## src/rtl/median_stream_ctrl.sv

```systemverilog
`default_nettype none
// ============================================================================
// Module   : median_stream_ctrl
// Brief    : Collects an N-sample window, drives an external sort network and
//            returns median/min/max on a valid/ready stream (block or sliding).
// Revision : 1.0 - initial release
// ============================================================================
module median_stream_ctrl #(
    parameter int W = 32,
    parameter int N = 11
) (
    input  logic                   clk,
    input  logic                   rst_n,
    input  logic                   flush,
    input  logic                   cfg_sliding,
    input  logic                   in_valid,
    output logic                   in_ready,
    input  logic [W-1:0]           in_data,
    output logic [N*W-1:0]         net_data,
    input  logic [N*W-1:0]         net_sort,
    output logic                   out_valid,
    input  logic                   out_ready,
    output logic [W-1:0]           out_median,
    output logic [W-1:0]           out_min,
    output logic [W-1:0]           out_max,
    output logic [$clog2(N+1)-1:0] fill_count
);

    localparam int                 c_CNT_W   = $clog2(N+1);
    localparam int                 c_MID     = (N-1)/2;
    localparam logic [c_CNT_W-1:0] c_FULL_M1 = c_CNT_W'(N-1);
    localparam logic [c_CNT_W-1:0] c_ONE     = c_CNT_W'(1);

    typedef enum logic [1:0] {
        ST_FILL = 2'd0,
        ST_CAPT = 2'd1,
        ST_OUT  = 2'd2
    } state_t;

    state_t               r_state;
    state_t               w_state_nxt;
    logic [c_CNT_W-1:0]   r_fill;
    logic [c_CNT_W-1:0]   w_fill_nxt;
    logic                 r_active;
    logic [W-1:0]         r_win [N];
    logic [W-1:0]         r_median;
    logic [W-1:0]         r_min;
    logic [W-1:0]         r_max;
    logic                 w_accept;
    logic                 w_capture;
    logic                 w_unused_sort;

    // Only three network slots are consumed; the rest are intentionally ignored.
    assign w_unused_sort = ^net_sort;

    always_comb begin
        w_state_nxt = r_state;
        w_fill_nxt  = r_fill;
        in_ready    = 1'b0;
        out_valid   = 1'b0;
        w_accept    = 1'b0;
        w_capture   = 1'b0;
        unique case (r_state)
            ST_FILL: begin
                in_ready = r_active & ~flush;
                w_accept = in_valid & r_active & ~flush;
                if (w_accept) begin
                    w_fill_nxt = r_fill + c_ONE;
                    if (r_fill == c_FULL_M1) begin
                        w_state_nxt = ST_CAPT;
                    end
                end
            end
            ST_CAPT: begin
                w_capture   = 1'b1;
                w_state_nxt = ST_OUT;
            end
            ST_OUT: begin
                out_valid = 1'b1;
                if (out_ready) begin
                    w_state_nxt = ST_FILL;
                    // Sliding keeps N-1 samples so the next accept completes a window.
                    w_fill_nxt  = cfg_sliding ? c_FULL_M1 : '0;
                end
            end
            default: begin
                w_state_nxt = ST_FILL;
            end
        endcase
        if (flush) begin
            w_state_nxt = ST_FILL;
            w_fill_nxt  = '0;
            w_capture   = 1'b0;
        end
    end

    always_ff @(posedge clk or negedge rst_n) begin
        if (!rst_n) begin
            r_state  <= ST_FILL;
            r_fill   <= '0;
            r_active <= 1'b0;
            r_median <= '0;
            r_min    <= '0;
            r_max    <= '0;
        end else begin
            r_state  <= w_state_nxt;
            r_fill   <= w_fill_nxt;
            r_active <= 1'b1;
            if (w_capture) begin
                r_median <= net_sort[c_MID*W +: W];
                r_min    <= net_sort[0 +: W];
                r_max    <= net_sort[(N-1)*W +: W];
            end
        end
    end

    always_ff @(posedge clk or negedge rst_n) begin
        if (!rst_n) begin
            for (int k = 0; k < N; k++) begin
                r_win[k] <= '0;
            end
        end else if (w_accept) begin
            r_win[0] <= in_data;
            for (int k = 1; k < N; k++) begin
                r_win[k] <= r_win[k-1];
            end
        end
    end

    generate
        for (genvar k = 0; k < N; k++) begin : g_pack
            assign net_data[k*W +: W] = r_win[k];
        end
    endgenerate

    assign out_median = r_median;
    assign out_min    = r_min;
    assign out_max    = r_max;
    assign fill_count = r_fill;

endmodule
`default_nettype wire

```

## config.mk

```make
export PLATFORM = sky130hd
export DESIGN_NAME = median_stream_ctrl
export DESIGN_NICKNAME = d
export VERILOG_FILES = /design/src/rtl/median_stream_ctrl.sv
export SDC_FILE = /design/constraint.sdc
export NUM_CORES = 1
export LEC_CHECK = 0
export CORE_AREA = 2 2 331 333
export CTS_BUF_LIST = sky130_fd_sc_hd__clkbuf_2 sky130_fd_sc_hd__clkbuf_4 sky130_fd_sc_hd__clkbuf_8
export CTS_CLUSTER_DIAMETER = 100
export DETAILED_ROUTE_END_ITERATION = 7
export DIE_AREA = 0 0 333 335
export DONT_BUFFER_PORTS = 1
export GPL_TIMING_DRIVEN = 0
export MAX_ROUTING_LAYER = met4
export SLEW_MARGIN = 10
export SYNTH_ARGS = -nofsm -noshare
export SYNTH_HDL_FRONTEND = slang
export SYNTH_SLANG_ARGS = --single-unit
```

## constraint.sdc

```tcl
create_clock -name clk -period 3 [get_ports clk]
set_input_delay 0.3 -clock clk [delete_from_list [all_inputs] [get_ports clk]]
set_output_delay 0.3 -clock clk [all_outputs]
set_load 0.01 [all_outputs]
```

* Word-level counts from Yosys, hierarchy flattened
Index checks and enable logic that the tools add are counted.
Storage, ports and cells: latch bits 0, register bits 455, output and inout port bits 454, memories 0, input port bits 390, RAM bits 0, bits in read-only memories 0
Operators by class: multiplexer cells 15, bitwise operators 4, div/mod/pow operators 0, equal/unequal tests 6, add/sub/neg operators 1, magnitude comparators 0, reductions and logical operators 4, shift operators 0, multipliers 0
Operator list (number):
- $mux 4 | 4
- $ne 3x3->1 const B | 3
- $mux 2 | 4
- $pmux 4 s2 | 1
- $pmux 2 s3 | 1
- $reduce_and 3->1 | 2
- $mux 1 | 5
- $add 4x1->4 const B | 1
- $eq 4x4->1 const B | 1
- $and 1x1->1 | 3
- $reduce_bool 3->1 | 1
- $eq 2x1->1 const B | 1
- $eq 2x2->1 const B | 1
- $logic_not 2->1 | 1
- $not 1->1 | 1

* Logic depth before layout (Yosys ltp)
word-level depth 5, mapped depth 7, depth with buffers taken out 4

* Worst setup path after synthesis
No wires, ideal clock.
path kind register to register, start register r_state[1], end register r_win (netlist bit net_data[100]), slack 1.203 ns, data required time 2.875 ns, path buffers 4, stages on the path, launching flop included 8, arrival time 1.671 ns, path through dfrtp_1 -> buf_6 -> nor4b_4 -> nand2_1 -> buf_2 -> buf_6 -> buf_6 -> mux2_4
Between the ends: word-level cells in the longest chain between the ends 2
Ends and longest elaborated chain:
- start: declaration | line 40 | state_t r_state;
- start signal: assignment | line 106 | r_state <= w_state_nxt;
- $logic_not 2->1 | line 63 | unique case (r_state)
- $mux 1 | line 63
- end signal: indexed assignment | line 125 | r_win[k] <= r_win[k-1];
- end: declaration | line 45 | logic [W-1:0] r_win [N];
No other way between the ends. A chain may end at the register's enable or synchronous reset.

* Final worst setup path
start register r_state[1], end register r_min[7] (netlist: out_min[7])
Between the ends: word-level cells in the longest chain between the ends 3
Ends and longest elaborated chain:
- $eq 2x1->1 | line 63
- $mux 1 | line 63
- $mux 1 | line 90 | if (flush) begin
- end signal: assignment | line 111 | r_min <= net_sort[0 +: W];
- end: declaration | line 47 | logic [W-1:0] r_min;
No other way between the ends.

==> impl_metrics.csv <==
group,metric,value,unit
power_and_ir_drop,total_power,20.4,mW
logic_synthesis,synth_nets,1383,
power_and_ir_drop,powerDensity,905,mW/mm^2
critical_path,crit_path_max_fanout,10,
logic_synthesis,synth-seq-area-share,0.643,
critical_path,cp-start-kind,"flip-flop",
cts,cts_tree,"built",
critical_path,r2r_slack,340,ps
drt,drc,0,
layout,final_cell_mix,"dfrtp_1 (455), mux2_2 (256), mux2_4 (169), dlygate4sd3_1 (134), clkbuf_8 (97)",
critical_path,worst-r2r-cell-count,6,
die,die-area,0.112,sq mm
cts,postCtsSetupBuffers,0,
logic_synthesis,ys_ff_latch,455,
logic_synthesis,synth_cells,991,
worst_hold_path,hp-class,"in2async",
place,place_inst,2405,
drt,initialDrtViolationCount,421,
cts,cts.sinks,455,
die,initial_utilization,0.164,
layout,nets,1601,
outcome,outcome,"complete, but fails checks",
critical_path,required,3570,ps
timing,timing.hold.ws,-706,ps
timing,skew,57.3,ps
power_and_ir_drop,leakagePower,10.6,nW
drt,routed_via_density,3.54,
timing,layout_min_cycle_time,2660,ps
timing,fmax,376,MHz
drt,vias,9528,
place,hpwl,47800,um
layout,fillers,11400,
place,io_buffers,0,
drt,wl,62900,um
timing,fin_ws,338,ps
power_and_ir_drop,cell_internal_pwr,13.5,mW
timing,finalCritPeriodShare,0.887,
outcome,violations,"negative hold slack",
critical_path,path_class,"reg2reg",
critical_path,crit_arrival,3240,ps
grt,grt_first_pass_wirelength,86800,um
power_and_ir_drop,pwr-share-comb,0.134,
logic_synthesis,synth.distinct_cells,30,
die,coreArea,0.108,sq mm
drt,ant_nets,0,
cts,root_buffer,"clkbuf_8",
die,num_rows,121,
timing,setup_tns,0,ps
timing,drv_slew,0,
timing,worstMarginPinSlew,987,ps
drt,dr.pass1.iters,4,
run,cap_violations,0,
timing,rsz0062_at_grt,"no",
layout,multi_input_area,0.00593,sq mm
die,die_y,335,um
cts,clockBufferDepth,3,
cts,cts.clk_slew.worst_paths,60,ps
logic_synthesis,syn_area_per_cell,17.9,sq um
grt,antenna_found_initial,9,
power_and_ir_drop,p_sw_frac,0.340,
logic_synthesis,yosys_warnings,0,
power_and_ir_drop,pwr-share-clk,0.303,
die,pin_count,844,
critical_path,end_kind,"flip-flop",
timing,timing.slew.headroom,0.342,
timing,final_hold_viol_count,455,
layout,final_cell_count_no_fill,2688,
critical_path,r2r_end,"out_min[7]",
place,gp_congestion,0.813,
cts,htreeDepth,3,
layout,syn_to_final_growth,27.5,%
cts,cts-resized-gates,0,
critical_path,rr_startpoint,"r_state[1]",
power_and_ir_drop,p_sw,6.96,mW
cts,hold_buffers,134,
timing,setup_viol,0,
logic_synthesis,syn_area,0.0177,sq mm
die,die_w,333,um
cts,cts_inserted_buffers,82,
power_and_ir_drop,power_frac_seq,0.563,
grt,grt_usage,0.114,
layout,drive_above_1_share,0.489,
grt,grt_overflow,0,
grt,grt_max_degree,456,
layout,final_common_cell,"dfrtp_1",
layout,seqCellArea,0.0114,sq mm
power_and_ir_drop,vdd_drop_max,0.562,mV
grt,grt_pass1_vias,10800,
place,place_ws,347,ps
drt,wire_per_inst,23.4,um
cts,insertion_delay,730,ps
## cells by family after synthesis
family                   share of synthesized area
AO/OA/AOI/OAI                              0.00438
adder cells (fa/ha/maj)                    0.00141
buffers and inverters                       0.0226
flip-flops                                   0.643
multiplexers                                 0.321
other                                     0.000212
AND/OR/NAND/NOR                            0.00791
## state kept, by name, indices dropped and copies added (netlist names)
signal,count
r_active,1
out_max,32
r_state,2
out_median,32
out_min,32
fill_count,4
net_data,352
## final cells by class
| type | count | share of cell area |
|---|---|---|
| inverters | 3 | 0.000499 |
| plain buffers | 51 | 0.0172 |
| clock inverters | 19 | 0.00870 |
| multi-input cells | 482 | 0.262 |
| diodes | 5 | 0.000554 |
| well taps | 1414 | 0.0784 |
| flip-flops and latches | 455 | 0.504 |
| repair buffers | 134 | 0.0594 |
| clock buffers | 125 | 0.0684 |
## stage by stage
stage | instance area [sq um] | util
3_3_place_gp | 19500 | 0.180
6_report | 22600 | 0.209
2_1_floorplan | 17700 | -
5_1_grt | 22600 | 0.209
4_1_cts | 22600 | 0.209
3_5_place_dp | 19500 | 0.180
## synthesized netlist by cell type
| master | instances | share of area |
|---|---|---|
| clkbuf_1 | 1 | 0.00021 |
| ha_1 | 2 | 0.0014 |
| a311oi_1 | 1 | 0.00049 |
| buf_6 | 20 | 0.013 |
| nor4bb_1 | 2 | 0.0011 |
| nor2b_1 | 1 | 0.00035 |
| dfrtp_1 | 455 | 0.64 |
| o211a_1 | 1 | 0.00057 |
| conb_1 | 1 | 0.00021 |
| nand4bb_1 | 1 | 0.00064 |
| a211oi_1 | 1 | 0.00042 |
| nor3b_1 | 1 | 0.00042 |
| mux2_1 | 23 | 0.015 |
| nand2_1 | 3 | 0.00064 |
| o2bb2a_1 | 1 | 0.00057 |
| nand3b_1 | 1 | 0.00042 |
| a21oi_1 | 4 | 0.0011 |
| buf_4 | 4 | 0.0017 |
| nor4b_4 | 1 | 0.0013 |
| mux2_2 | 256 | 0.16 |
| a221o_1 | 1 | 0.00057 |
| inv_1 | 3 | 0.00064 |
| nand2b_1 | 3 | 0.0011 |
| nor2_1 | 2 | 0.00042 |
| buf_2 | 26 | 0.0073 |
| a31oi_1 | 1 | 0.00035 |
| o21ai_0 | 1 | 0.00028 |
| nand3_1 | 4 | 0.0011 |
| and3_1 | 1 | 0.00035 |
| mux2_4 | 169 | 0.14 |
## critical path, stage by stage, from the launching register on
cell and delay (ps):
dfrtp_1 370, buf_6 140, nand2b_1 160, nor2_1 710, buf_2 490, buf_4 280
mux2_1 340
## metal layers
layer	vias up	share of wire	GRT usage
met3	101	0.13	0.0651
li1	3995	-	-
met4	0	0.026	0.0425
met2	482	0.47	0.179
met5	-	0	-
met1	4950	0.37	0.118
## worst max path at each step
stage               startpoint            end  slack [ps]  cells past startpoint
finish              r_state[1]     out_min[7]         340                      6
CTS                 r_state[1]     out_min[7]         290                      6
global route        r_state[1]     out_min[7]         200                      6
detailed placement  r_state[1]     out_min[7]         350                      6
global placement    r_state[1]     out_min[5]         400                      6
floorplan           r_state[1]  net_data[100]        1200                      7
## power by group through the flow
stage / clock (mW) / combinational [mW] / sequential, mW
floorplan: 0 / 2.34 / 10.1
global placement: 0 / 2.49 / 11.6
detailed placement: 0 / 2.61 / 11.7
CTS: 6.44 / 2.78 / 11.6
global route: 6.73 / 2.96 / 11.9
finish: 6.19 / 2.74 / 11.5
Power figures use the tool's default switching activity.
